### src/rtl/seg7_count_monitor.sv
// Receive-side checker for a 3-bit counter and its 7-segment display: decodes the pattern,
// cross-checks it against the count, tracks +1 mod 8 sequencing. Option: SEG7_ACTIVE_HIGH_EN.
module seg7_count_monitor #(
  parameter int LOCK_CNT = 4,
  parameter int ERR_W    = 8
) (
  input  logic             CLK,
  input  logic             rst_n,
  input  logic [2:0]       iQ,
  input  logic [6:0]       iDisplay,
  output logic [2:0]       oDigit,
  output logic             oValid,
  output logic             oSegErr,
  output logic             oSeqErr,
  output logic             oLocked,
  output logic [ERR_W-1:0] oErrCnt
);

  typedef enum logic {HUNT = 1'b0, TRACK = 1'b1} state_t;

  localparam logic [3:0]       LOCK_V  = 4'(LOCK_CNT);
  localparam logic [ERR_W-1:0] ERR_MAX = '1;
  localparam logic [ERR_W-1:0] ERR_ONE = ERR_W'(1);

  state_t           state_q;
  logic [2:0]       s_cnt_q, p_cnt_q;
  logic [6:0]       s_seg_q, p_seg_q;
  logic             s_vld_q, primed_q;
  logic [3:0]       run_q;
  logic [ERR_W-1:0] err_q;
  logic [2:0]       digit_q;
  logic             valid_q, seg_err_q, seq_err_q;

  logic [6:0] seg_lo;
  logic [2:0] dec_d;
  logic       legal_d;
  logic [2:0] exp_cnt_d;
  logic [3:0] run_d;
  logic       step_d, seg_bad_d, seq_bad_d, good_d;

  // Normalise to active-low so one decode table serves both polarities.
`ifdef SEG7_ACTIVE_HIGH_EN
  assign seg_lo = ~s_seg_q;
`else
  assign seg_lo = s_seg_q;
`endif

  always_comb begin
    dec_d   = 3'd0;
    legal_d = 1'b1;
    case (seg_lo)
      7'h40:   dec_d = 3'd0;
      7'h79:   dec_d = 3'd1;
      7'h24:   dec_d = 3'd2;
      7'h30:   dec_d = 3'd3;
      7'h19:   dec_d = 3'd4;
      7'h12:   dec_d = 3'd5;
      7'h02:   dec_d = 3'd6;
      7'h78:   dec_d = 3'd7;
      default: legal_d = 1'b0;
    endcase
  end

  // A step is any change of the captured {count, pattern}; P must hold a real sample first.
  assign step_d    = primed_q && ({s_cnt_q, s_seg_q} != {p_cnt_q, p_seg_q});
  assign exp_cnt_d = p_cnt_q + 3'd1;
  assign seg_bad_d = !legal_d || (dec_d != s_cnt_q);
  assign seq_bad_d = (s_cnt_q != exp_cnt_d);
  assign good_d    = !seg_bad_d && !seq_bad_d;
  assign run_d     = run_q + 4'd1;

  always_ff @(posedge CLK or negedge rst_n) begin
    if (!rst_n) begin
      state_q   <= HUNT;
      s_cnt_q   <= 3'd0;
      s_seg_q   <= 7'd0;
      p_cnt_q   <= 3'd0;
      p_seg_q   <= 7'd0;
      s_vld_q   <= 1'b0;
      primed_q  <= 1'b0;
      run_q     <= 4'd0;
      err_q     <= '0;
      digit_q   <= 3'd0;
      valid_q   <= 1'b0;
      seg_err_q <= 1'b0;
      seq_err_q <= 1'b0;
    end else begin
      s_cnt_q   <= iQ;
      s_seg_q   <= iDisplay;
      p_cnt_q   <= s_cnt_q;
      p_seg_q   <= s_seg_q;
      s_vld_q   <= 1'b1;
      primed_q  <= s_vld_q;
      valid_q   <= step_d && legal_d;
      seg_err_q <= step_d && seg_bad_d;
      seq_err_q <= step_d && seq_bad_d;
      if (step_d) begin
        digit_q <= legal_d ? dec_d : 3'd0;
        case (state_q)
          HUNT: begin
            if (!good_d) begin
              run_q <= 4'd0;
            end else if (run_d == LOCK_V) begin
              run_q   <= 4'd0;
              state_q <= TRACK;
            end else begin
              run_q <= run_d;
            end
          end
          TRACK: begin
            // One increment per bad step, even when both checks fail together.
            if (!good_d) begin
              if (err_q != ERR_MAX) err_q <= err_q + ERR_ONE;
              run_q   <= 4'd0;
              state_q <= HUNT;
            end
          end
          default: state_q <= HUNT;
        endcase
      end
    end
  end

  assign oDigit  = digit_q;
  assign oValid  = valid_q;
  assign oSegErr = seg_err_q;
  assign oSeqErr = seq_err_q;
  assign oLocked = (state_q == TRACK);
  assign oErrCnt = err_q;

endmodule

### config.mk
export PLATFORM = sky130hd
export DESIGN_NAME = seg7_count_monitor
export DESIGN_NICKNAME = d
export VERILOG_FILES = /design/src/rtl/seg7_count_monitor.sv
export SDC_FILE = /design/constraint.sdc
export NUM_CORES = 1
export LEC_CHECK = 0
export CAP_MARGIN = 0
export CELL_PAD_IN_SITES_DETAIL_PLACEMENT = 0
export CELL_PAD_IN_SITES_GLOBAL_PLACEMENT = 1
export CORE_MARGIN = 2
export CORE_UTILIZATION = 25
export CTS_CLUSTER_DIAMETER = 200
export DETAILED_ROUTE_END_ITERATION = 10
export PLACE_DENSITY_LB_ADDON = 0.1
export REMOVE_ABC_BUFFERS = 1
export SETUP_SLACK_MARGIN = 0.4
export SLEW_MARGIN = 30
export SYNTH_ARGS = -nofsm -noshare
export SYNTH_HDL_FRONTEND = slang
export SYNTH_SLANG_ARGS = --single-unit
### constraint.sdc
create_clock -name CLK -period 6.4 [get_ports CLK]
set_input_delay 1.6 -clock CLK [delete_from_list [all_inputs] [get_ports CLK]]
set_output_delay 1.6 -clock CLK [all_outputs]
set_load 0.05 [all_outputs]
==> summary.txt <==
Logic synthesis
  • Register area share after synthesis: 56.4%
  • Most area-consuming cells after synthesis: dfrtp_1, xnor2_1, xor2_1
  • Area share of the largest cell type after synthesis: 56.4%
  • Per-instance average area after synthesis: ~12 µm²
  • Commonest cells in the synthesized netlist: dfrtp_1, xnor2_1, nand2_1, nand3_1, nor2_1
  • Number of distinct library cells after synthesis: 40
  • Fraction of registers with async set or reset after synthesis: 100%
  • Top cell type by total area after synthesis: dfrtp_1
  • Cells after synthesis: between 150 and 200
  • Total of warnings raised by yosys: 0
  • Netlist area before placement: ~0.0018 mm²
  • Number of enable-type register cells in the synthesized netlist: 0
  • Primary FF master, synth: dfrtp_1
  • Most common cell in the synthesized netlist: dfrtp_1
  • Number of synthesized register bits: between 40 and 50

Route
  • Routed Wire Length: 3.83 mm
  • WL per Instance: ~13 µm
  • Final routed DRC violation total: 0
  • Remaining antenna violation count: 0
  • Iteration-0 DRC Markers: 121
  • Detailed-routing iteration count for the pre-antenna-repair pass: 4
  • Total number of vias: about 1300
  • Ratio of routed vias to standard cells: between 4 and 5

Setup path
  • Number of buffer and inverter instances along the worst setup path: 1
  • Kind of end point of the critical path: output port
  • Stages on worst setup path: 1
  • Ordered list of cells on the worst path: clkdlybuf4s50_1
  • Arr. time, crit path: between 1.5 and 2 ns
  • Length in cells of the worst reg-to-reg path: 7
  • Largest incremental delay on the critical path: roughly 0.85 ns
  • Critical Path Start Type: flip-flop
  • Cell type of the slowest stage on the worst timing path: clkdlybuf4s50_1
  • Maximum net fanout on the critical path: 7
  • Worst setup path class: flip-flop to output port
  • CP Data Required Time: 4.80 ns
  • Largest delay contributor family on the critical path: buffers and inverters

STA
  • Max transition margin: 57.5%
  • Final critical-path share of the clock period: around 50%
  • Highest attainable clock frequency: between 300 and 400 MHz
  • Max-slew violations: 0
  • Final setup skew: between 0.009 and 0.01 ns
  • Final setup TNS: 0 ns
  • Setup repair after global routing missed its margin: false
  • Minimum clock period: about 3.2 ns
  • Slew at the pin closest to its max-slew limit: around 0.64 ns
  • Worst hold slack: roughly 0.36 ns
  • Hold violation count in the final report: 0
  • Count of final setup violators: 0

Clock network
  • Number of buffers on the longest clock path: 2
  • Setup repair bufs after CTS: 0
  • Clk Tree Root Cell: clkbuf_8
  • Hold Buf Count CTS: 0
  • Resize count post-CTS: 0
  • Sink count of the clock tree: between 40 and 50
  • Clock buffers created by TritonCTS: 5
  • Clock tree from TritonCTS: done
  • Worst skew pair latency: about 0.3 ns
  • H-tree Lvls: 2
  • Post-CTS clock slew at the launch and capture registers of the worst setup and hold paths: roughly 0.08 ns

Floorplanning
  • Die X-Extent: about 89 µm
  • # IOs: 27
  • Count of standard-cell rows: 31
  • Die outline area: 0.00797 mm²
  • Placeable Area: between 0.007 and 0.008 mm²
  • Initial core utilization: approximately a quarter
  • Height of the die: 89.3 µm

Placement
  • IO buf count: 26
  • Detailed-placement wirelength estimate: between 2 and 3 mm
  • Gp weighted congestion: ~0.74
  • Number of placed instances, taps included: about 280

Power
  • Power density relative to cell area: around 240 mW/mm²
  • Switch share: between 20% and 30%
  • Peak supply drop: 70.3 µV
  • Sw power: approximately 0.13 mW
  • Part of the power in combinational logic: 7.4%
  • Final Total Pwr: roughly 0.57 mW
  • Clock network power share: a little over two fifths
  • Internal power: approximately 0.44 mW
  • Seq pwr share: between 40 and 50%
  • Standby leakage power: around 0.95 nW

Cells and area
  • Utilization after layout: 32.6%
  • Share of layout cells above drive strength 1: a little under a tenth
  • FF/Latch Area: slightly above 0.001 mm²
  • Post-layout nets: just over 200
  • # fillers: roughly 760
  • Final Instance Count excl. Fillers: between 200 and 300
  • Combined area of the multi-input logic cells: between 700 and 800 µm²
  • Area delta synth->final: 28.1%
  • Inserted Diodes: 0

Run status
  • Outcome: finished clean

Global route
  • First-pass GRT wire length: approximately 6.6 mm
  • Global-route usage over all layers: 11.0%
  • Antenna violations before repair: 0
  • Vias in the first global route: between 1000 and 1500
  • Maximum number of pins on one net before global-route repair: 42
  • Congestion Overflow GR: 0

Hold path
  • Worst hold-check path type: flip-flop to flip-flop
  • Number of instances on the worst hold path: 0

Run
  • Max-cap check violation count: 0
path summary, 6_finish.rpt:
check / startpoint / to / slack, ns
hold reg to reg: s_vld_q$_DFF_PN0_ / primed_q$_DFF_PN0_ / 0.36
hold / removal: s_vld_q$_DFF_PN0_ / primed_q$_DFF_PN0_ / 0.36
setup / recovery: oLocked$_DFFE_PN0P_ / oLocked / 3.18
min in group asynchronous: rst_n / s_seg_q[2]$_DFF_PN0_ / 1.28
setup reg to reg: s_seg_q[0]$_DFF_PN0_ / oErrCnt[1]$_DFFE_PN0P_ / 3.70
max in group asynchronous: rst_n / oDigit[0]$_DFFE_PN0P_ / 4.75
placed cells by master (no fill, tap or decap), types with 2 or more instances in the layout:
master           synthesis  layout
dfrtp_1                 41      41
clkdlybuf4s50_1          0      25
xnor2_1                 17      17
nor2_1                   9       9
nand2_1                  9       9
nand3_1                  9       9
o21ai_0                  7       7
xor2_1                   6       6
a21oi_1                  6       6
nor3_1                   5       5
clkbuf_8                 0       5
ha_1                     4       4
nor2b_1                  3       3
a21o_1                   3       3
nand4_1                  2       2
or3_1                    2       2
nand2b_1                 2       2
nand4b_1                 2       2
nor3b_1                  2       2
o21ai_1                  2       2
inv_1                    2       2
and2_1                   2       2
bufinv_16                0       2
buf_4                    0       2
power by group through the flow:
stage / clock network (mW) / logic, mW / registers, mW
floorplan: 0 / 0.0177 / 0.286
global placement: 0 / 0.0419 / 0.282
detailed placement: 0 / 0.0427 / 0.283
CTS: 0.256 / 0.0431 / 0.277
global route: 0.265 / 0.0469 / 0.279
finish: 0.249 / 0.0422 / 0.277
state kept, by name, indices dropped and copies added, names as in the netlist:
signal    count
oErrCnt       8
p_seg_q       7
s_seg_q       7
run_q         4
oDigit        3
p_cnt_q       3
s_cnt_q       3
oLocked       1
oSegErr       1
oSeqErr       1
oValid        1
primed_q      1
s_vld_q       1
through the flow:
stage	worst slack [ns]	cell area, µm²
finish	3.18	2330
global placement	3.54	2190
global route	3.11	2330
floorplan	3.99	1810
CTS	3.16	2330
detailed placement	3.50	2190
cell type report:
type,instances,share of cell area [%]
inverters,2,0.322
multi-input cells,110,33.2
well taps,99,5.32
flip-flops and latches,41,44.1
clock buffers,5,2.96
repair buffers,27,11.4
clock inverters,3,2.79
cells by family after synthesis:
logic type	count (synthesis)	synth area share (%)
AND/OR/NAND/NOR	56	17.1
other	1	0.206
AO/OA/AOI/OAI	25	10.5
flip-flops	41	56.4
adder cells (fa/ha/maj)	4	2.75
buffers and inverters	5	1.10
XOR/XNOR	23	11.1
multiplexers	1	0.826
per-layer routing:
| metal | GRT usage [%] | up-vias | part of all wire (%) |
|---|---|---|---|
| met5 | 0 | - | 0 |
| met4 | 4.48 | 0 | 1.3 |
| met3 | 2.95 | 5 | 5.7 |
| met2 | 17.2 | 37 | 45 |
| met1 | 14.5 | 628 | 48 |
| li1 | - | 607 | - |
Note: power is estimated with default switching activity, not from simulation.
